File: config.mk
export PLATFORM = sky130hd
export DESIGN_NAME = aes_ct_outbuf_flat
export DESIGN_NICKNAME = d
export VERILOG_FILES = /design/src/rtl/aes_ct_outbuf_if.sv /design/src/rtl/aes_ct_outbuf.sv /design/src/flat_wrapper.sv
export SDC_FILE = /design/constraint.sdc
export NUM_CORES = 1
export LEC_CHECK = 0
export CAP_MARGIN = 25
export CELL_PAD_IN_SITES_DETAIL_PLACEMENT = 0
export CELL_PAD_IN_SITES_GLOBAL_PLACEMENT = 1
export CORE_MARGIN = 2
export CORE_UTILIZATION = 46
export CTS_BUF_LIST = sky130_fd_sc_hd__clkbuf_16
export DETAILED_ROUTE_END_ITERATION = 8
export PLACE_DENSITY_LB_ADDON = 0.1
export SETUP_SLACK_MARGIN = 0.2
export SYNTH_ARGS = -nofsm -noshare
export SYNTH_HDL_FRONTEND = slang
export SYNTH_SLANG_ARGS = --single-unit
File: constraint.sdc
create_clock -name clk_i -period 8.3 [get_ports clk_i]
set_clock_uncertainty 0.2 [all_clocks]
set_input_delay 1.66 -clock clk_i [delete_from_list [all_inputs] [get_ports clk_i]]
set_output_delay 1.66 -clock clk_i [all_outputs]
set_load 0.005 [all_outputs]
File: src/rtl/aes_ct_outbuf_if.sv
// Bus bundle between the AES monitor stage, this output buffer and the reader.
interface aes_ct_outbuf_if #(
  parameter int unsigned CNT_W = 8
);
  logic [127:0]     ct_i;
  logic             valid_i;
  logic             override_i;
  logic             clr_alarm_i;
  logic             rd_req_i;
  logic [31:0]      rd_data_o;
  logic             rd_valid_o;
  logic             blk_avail_o;
  logic             full_o;
  logic             alarm_o;
  logic [CNT_W-1:0] ovr_cnt_o;

  // Buffer side
  modport slave (
    input  ct_i, valid_i, override_i, clr_alarm_i, rd_req_i,
    output rd_data_o, rd_valid_o, blk_avail_o, full_o, alarm_o, ovr_cnt_o
  );

  // Monitor / reader side
  modport master (
    output ct_i, valid_i, override_i, clr_alarm_i, rd_req_i,
    input  rd_data_o, rd_valid_o, blk_avail_o, full_o, alarm_o, ovr_cnt_o
  );
endinterface

File: src/rtl/aes_ct_outbuf.sv
// AES ciphertext output buffer: block FIFO, 32-bit word readout, sticky
// override alarm that blocks and flushes all buffered ciphertext.
module aes_ct_outbuf #(
  parameter int unsigned DEPTH = 2,
  parameter int unsigned CNT_W = 8
) (
  input  logic          clk_i,
  input  logic          rst_ni,
  aes_ct_outbuf_if.slave bus
);
  localparam int unsigned PW = $clog2(DEPTH);
  localparam int unsigned CW = $clog2(DEPTH + 1);

  typedef enum logic {IDLE, XFER} state_e;

  state_e           state_q, state_d;
  logic [1:0]       idx_q, idx_d;
  logic [PW-1:0]    wr_ptr_q, wr_ptr_d;
  logic [PW-1:0]    rd_ptr_q, rd_ptr_d;
  logic [CW-1:0]    count_q, count_d;
  logic             alarm_q, alarm_d;
  logic             ovr_prev_q;
  logic [CNT_W-1:0] ovr_cnt_q, ovr_cnt_d;
  logic [31:0]      rd_data_q, rd_data_d;
  logic             rd_valid_q, rd_valid_d;
  logic [127:0]     mem_q [DEPTH];

  logic full, avail, serve, pop, push;

  // Handshake decode; an override cycle suppresses both push and readout
  always_comb begin
    full  = (count_q == CW'(DEPTH));
    avail = (count_q != '0) && !alarm_q;
    serve = bus.rd_req_i && !bus.override_i && ((state_q == XFER) || avail);
    pop   = serve && (idx_q == 2'd3);
    push  = bus.valid_i && !bus.override_i && !alarm_q && (!full || pop);
  end

  // Next-state for FIFO bookkeeping, readout FSM, alarm and counter
  always_comb begin
    state_d    = state_q;
    idx_d      = idx_q;
    wr_ptr_d   = wr_ptr_q;
    rd_ptr_d   = rd_ptr_q;
    count_d    = count_q;
    rd_data_d  = '0;
    rd_valid_d = 1'b0;
    alarm_d    = bus.override_i ? 1'b1 : (bus.clr_alarm_i ? 1'b0 : alarm_q);
    ovr_cnt_d  = ovr_cnt_q;
    if (bus.override_i && !ovr_prev_q && (ovr_cnt_q != '1))
      ovr_cnt_d = ovr_cnt_q + CNT_W'(1);

    if (bus.override_i) begin
      // Flush everything including any half-read head block
      state_d  = IDLE;
      idx_d    = '0;
      wr_ptr_d = '0;
      rd_ptr_d = '0;
      count_d  = '0;
    end else begin
      if (push) wr_ptr_d = wr_ptr_q + PW'(1);
      if (pop)  rd_ptr_d = rd_ptr_q + PW'(1);
      case ({push, pop})
        2'b10:   count_d = count_q + CW'(1);
        2'b01:   count_d = count_q - CW'(1);
        default: count_d = count_q;
      endcase
      if (serve) begin
        // The IDLE->XFER request already returns word 0
        rd_valid_d = 1'b1;
        rd_data_d  = mem_q[rd_ptr_q][{idx_q, 5'd0} +: 32];
        idx_d      = idx_q + 2'd1;
        if (pop) state_d = (count_d != '0) ? XFER : IDLE;
        else     state_d = XFER;
      end
    end
  end

  // Control and output registers
  always_ff @(posedge clk_i or negedge rst_ni) begin
    if (!rst_ni) begin
      state_q    <= IDLE;
      idx_q      <= '0;
      wr_ptr_q   <= '0;
      rd_ptr_q   <= '0;
      count_q    <= '0;
      alarm_q    <= 1'b0;
      ovr_prev_q <= 1'b0;
      ovr_cnt_q  <= '0;
      rd_data_q  <= '0;
      rd_valid_q <= 1'b0;
    end else begin
      state_q    <= state_d;
      idx_q      <= idx_d;
      wr_ptr_q   <= wr_ptr_d;
      rd_ptr_q   <= rd_ptr_d;
      count_q    <= count_d;
      alarm_q    <= alarm_d;
      ovr_prev_q <= bus.override_i;
      ovr_cnt_q  <= ovr_cnt_d;
      rd_data_q  <= rd_data_d;
      rd_valid_q <= rd_valid_d;
    end
  end

  // Block storage; contents are meaningless until counted in, so no reset
  always_ff @(posedge clk_i) begin
    if (push) mem_q[wr_ptr_q] <= bus.ct_i;
  end

  assign bus.rd_data_o   = rd_data_q;
  assign bus.rd_valid_o  = rd_valid_q;
  assign bus.blk_avail_o = avail;
  assign bus.full_o      = full;
  assign bus.alarm_o     = alarm_q;
  assign bus.ovr_cnt_o   = ovr_cnt_q;
endmodule
File: src/flat_wrapper.sv
// flat-port wrapper written by rule: the top's interface ports become plain ports
module aes_ct_outbuf_flat 
#(
  parameter int unsigned DEPTH = 2,
  parameter int unsigned CNT_W = 8
)
  (clk_i, rst_ni, bus_ct_i, bus_valid_i, bus_override_i, bus_clr_alarm_i, bus_rd_req_i, bus_rd_data_o, bus_rd_valid_o, bus_blk_avail_o, bus_full_o, bus_alarm_o, bus_ovr_cnt_o);
  aes_ct_outbuf_if #(.CNT_W(CNT_W)) bus_i ();
  input  logic clk_i;
  input  logic rst_ni;
  input wire logic [$bits(bus_i.ct_i)-1:0] bus_ct_i;
  input wire logic [$bits(bus_i.valid_i)-1:0] bus_valid_i;
  input wire logic [$bits(bus_i.override_i)-1:0] bus_override_i;
  input wire logic [$bits(bus_i.clr_alarm_i)-1:0] bus_clr_alarm_i;
  input wire logic [$bits(bus_i.rd_req_i)-1:0] bus_rd_req_i;
  output wire logic [$bits(bus_i.rd_data_o)-1:0] bus_rd_data_o;
  output wire logic [$bits(bus_i.rd_valid_o)-1:0] bus_rd_valid_o;
  output wire logic [$bits(bus_i.blk_avail_o)-1:0] bus_blk_avail_o;
  output wire logic [$bits(bus_i.full_o)-1:0] bus_full_o;
  output wire logic [$bits(bus_i.alarm_o)-1:0] bus_alarm_o;
  output wire logic [$bits(bus_i.ovr_cnt_o)-1:0] bus_ovr_cnt_o;
  assign bus_i.ct_i = bus_ct_i;
  assign bus_i.valid_i = bus_valid_i;
  assign bus_i.override_i = bus_override_i;
  assign bus_i.clr_alarm_i = bus_clr_alarm_i;
  assign bus_i.rd_req_i = bus_rd_req_i;
  assign bus_rd_data_o = bus_i.rd_data_o;
  assign bus_rd_valid_o = bus_i.rd_valid_o;
  assign bus_blk_avail_o = bus_i.blk_avail_o;
  assign bus_full_o = bus_i.full_o;
  assign bus_alarm_o = bus_i.alarm_o;
  assign bus_ovr_cnt_o = bus_i.ovr_cnt_o;
  aes_ct_outbuf #(.DEPTH(DEPTH), .CNT_W(CNT_W)) u_core (.clk_i(clk_i), .rst_ni(rst_ni), .bus(bus_i));
endmodule
==> qor.txt <==
Vias in the first global route = 5895
CP Buf/Inv Count = 2
Main flop type after synthesis = edfxtp_1
1st-iter DRT viols = 302
Worst Setup Start Kind = input port
Count leader, synth = edfxtp_1
Least-Margin Pin Slew = 0.928 ns
Via count = 5546
Die ar. = 26100 µm²
Max VDD drop = 0.204 mV
TritonCTS buffer count = 31
Min Tclk post-route = 4.52 ns
Largest net degree at the start of global routing = 69
Final HPWL DP = 13.2 mm
Clk sinks = 306
Final core occ = 0.596
CP required = 8.26 ns
Post-place setup slack = 3.15 ns
Area contributors post-synth = edfxtp_1 67%, mux4_2 13%, dfrtp_1 11%
FF+latch count, synth = 306
Syn Area/Cell = 21.9 µm²
CP Class = input port to flop
Area grow syn2layout = 27.0%
Ys async rst share = 0.163
Final WL = 21.7 mm
CTS root buf = clkbuf_16
Worst path slowest cell = and3_4
Number of H-tree levels = 1
Post-Syn Area = 11400 µm²
Distinct cells, synth = 35
Synth top cells by count = 256 x edfxtp_1, 64 x mux4_2, 50 x dfrtp_1, 39 x nor2_1, 34 x mux2i_1
Core outline area = 24300 µm²
Post-synth EDFFs = 256
Initial antenna violation count = 2
Leak pwr = 4.77 nW
Worst hold path type = flop to flop
DP Cell Count = 1006
Delay-heaviest family, CP = buffers and inverters
Die Y-Extent = 161 µm
CTS Hold Buffers Added = 0
Number of remaining DRC errors = 0
Synth area leader = edfxtp_1
Share of cells above drive strength 1 = 0.167
Max cap viols = 0
Final Power = 3.19 mW
Port bufs = 177
Max Slew Vio Count = 0
Sequential fraction of the synthesis area = 0.784
Postcts setup bufs = 0
DR pass1 iterations = 4
Synth Instances = 520
Crit end category = flop
Endpoints failing hold = 0
Relative slew slack = 0.381
R2R Setup Slk = 4.69 ns
GRT Overall Usage = 0.168
Post-route antenna net violation count = 0
First-pass GRT wire length = 33.2 mm
Synth top area share = 0.674
Gr ovfl total = 0
Unrepaired setup endpoints after global routing = no
Crit-path max FO = 65
Outcome = finished, final reports clean
Final setup TNS = 0 ns
Slowest stage delay, CP = 0.86 ns
FP Rows = 57
Arr. time, crit path = 4.48 ns
Drt via density = 5.20
CTS tree = built
Die Wd = 161 µm
Max Fclk = 221 MHz
DR WL/cell = 20.4 µm
Setup Viol. Count Final = 0
Num ports = 178
Syn. warnings = 0
Worst path cell trace = clkdlybuf4s50_1 -> nor3b_4 -> and3_4 -> buf_4
Starting density of the core = 0.469
Clk slew on worst S/H paths = 0.06 ns
Final period util = 0.545
Power Density = 220 nW/µm²
Resize count post-CTS = 0
Final WS setup = 3.78 ns
Max Root-Sink Buffers = 3
Final std cells w/o fill = 1066
Layout net count = 852
GPL Wtd Cong = 0.716
Worst-Skew Late Latency = 0.55 ns
Post-Syn Nets = 656
==> sequential cells by signal, indices dropped and copies added (netlist names) <==
register,cells
u_core.bus.alarm_o,1
u_core.bus.ovr_cnt_o,8
u_core.bus.rd_data_o,32
u_core.bus.rd_valid_o,1
u_core.count_q,2
u_core.idx_q,2
u_core.mem_q,256
u_core.ovr_prev_q,1
u_core.rd_ptr_q,1
u_core.state_q,1
u_core.wr_ptr_q,1
==> stage by stage <==
stage,instance area (µm²),hold slack [ns]
2_1_floorplan,11400,0.300
3_3_place_gp,13500,0.299
3_5_place_dp,13500,0.321
4_1_cts,14500,0.330
5_1_grt,14500,0.367
6_report,14500,0.319
==> final timing paths <==
| kind | cells past startpoint | endpoint | start |
|---|---|---|---|
| max | 4 | u_core.mem_q[1][118] | bus_override_i |
| min | 1 | u_core.bus.ovr_cnt_o[7] | u_core.bus.ovr_cnt_o[7] |
| max reg2reg | 6 | u_core.mem_q[1][118] | u_core.idx_q[0] |
| min reg2reg | 1 | u_core.bus.ovr_cnt_o[7] | u_core.bus.ovr_cnt_o[7] |
| max in group asynchronous | 2 | u_core.idx_q[0] | rst_ni |
| min in group asynchronous | 1 | u_core.bus.ovr_cnt_o[7] | rst_ni |
==> worst reg2reg max path, stage by stage (launching register included) <==
cell	delay, ns
dfrtp_4	0.56
buf_16	0.33
ha_1	0.24
nand3b_1	0.13
nand2_1	0.13
and3_4	0.79
buf_4	0.83
==> cells in the final DEF (no fill, tap or decap), types with 3 or more instances in the layout <==
cell type	synthesis	layout
edfxtp_1	256	256
clkdlybuf4s50_1	0	176
mux4_2	64	64
dfrtp_1	50	47
nor2_1	39	38
mux2i_1	34	34
clkbuf_16	0	31
clkinv_1	0	12
inv_1	2	8
xnor2_1	7	7
nand2_1	7	7
buf_4	0	7
clkinv_2	0	5
nand3_1	4	4
nor2b_1	3	3
nand2b_1	3	3
a21oi_1	3	3
==> where the power goes <==
group / leakage (nW) / switching, mW / total [mW] / internal [mW]
logic: 1.29 / 0.0662 / 0.179 / 0.113
registers: 2.99 / 0.0265 / 1.73 / 1.71
clock network: 0.485 / 0.540 / 1.27 / 0.735
total: 4.77 / 0.633 / 3.19 / 2.56
==> per-layer routing <==
| metal | vias to the layer above | routed length (µm) | track usage |
|---|---|---|---|
| li1 | 2490 | - | - |
| met3 | 23 | 1280 | 0.0388 |
| met5 | - | 13 | 0 |
| met2 | 158 | 11200 | 0.290 |
| met4 | 2 | 372 | 0.0459 |
| met1 | 2873 | 8830 | 0.216 |
==> area by class of cell <==
class	count	area (µm²)
Fill cell	1823	9840
Tap cell	324	405
Timing Repair Buffer	185	1850
Clock inverter	27	169
Multi-Input combinational cell	189	2320
Antenna cell	1	2.50
Clock buffer	31	776
Sequential cell	306	8950
Inverter	3	11.3
==> cell families after synthesis <==
family / Yosys count / synth area share
AO/OA/AOI/OAI: 12 / 0.00724
adder cells (fa/ha/maj): 2 / 0.00219
AND/OR/NAND/NOR: 66 / 0.0275
flip-flops: 306 / 0.784
multiplexers: 100 / 0.158
buffers and inverters: 25 / 0.0142
XOR/XNOR: 9 / 0.00691
Note: power is estimated with default switching activity, not from simulation.
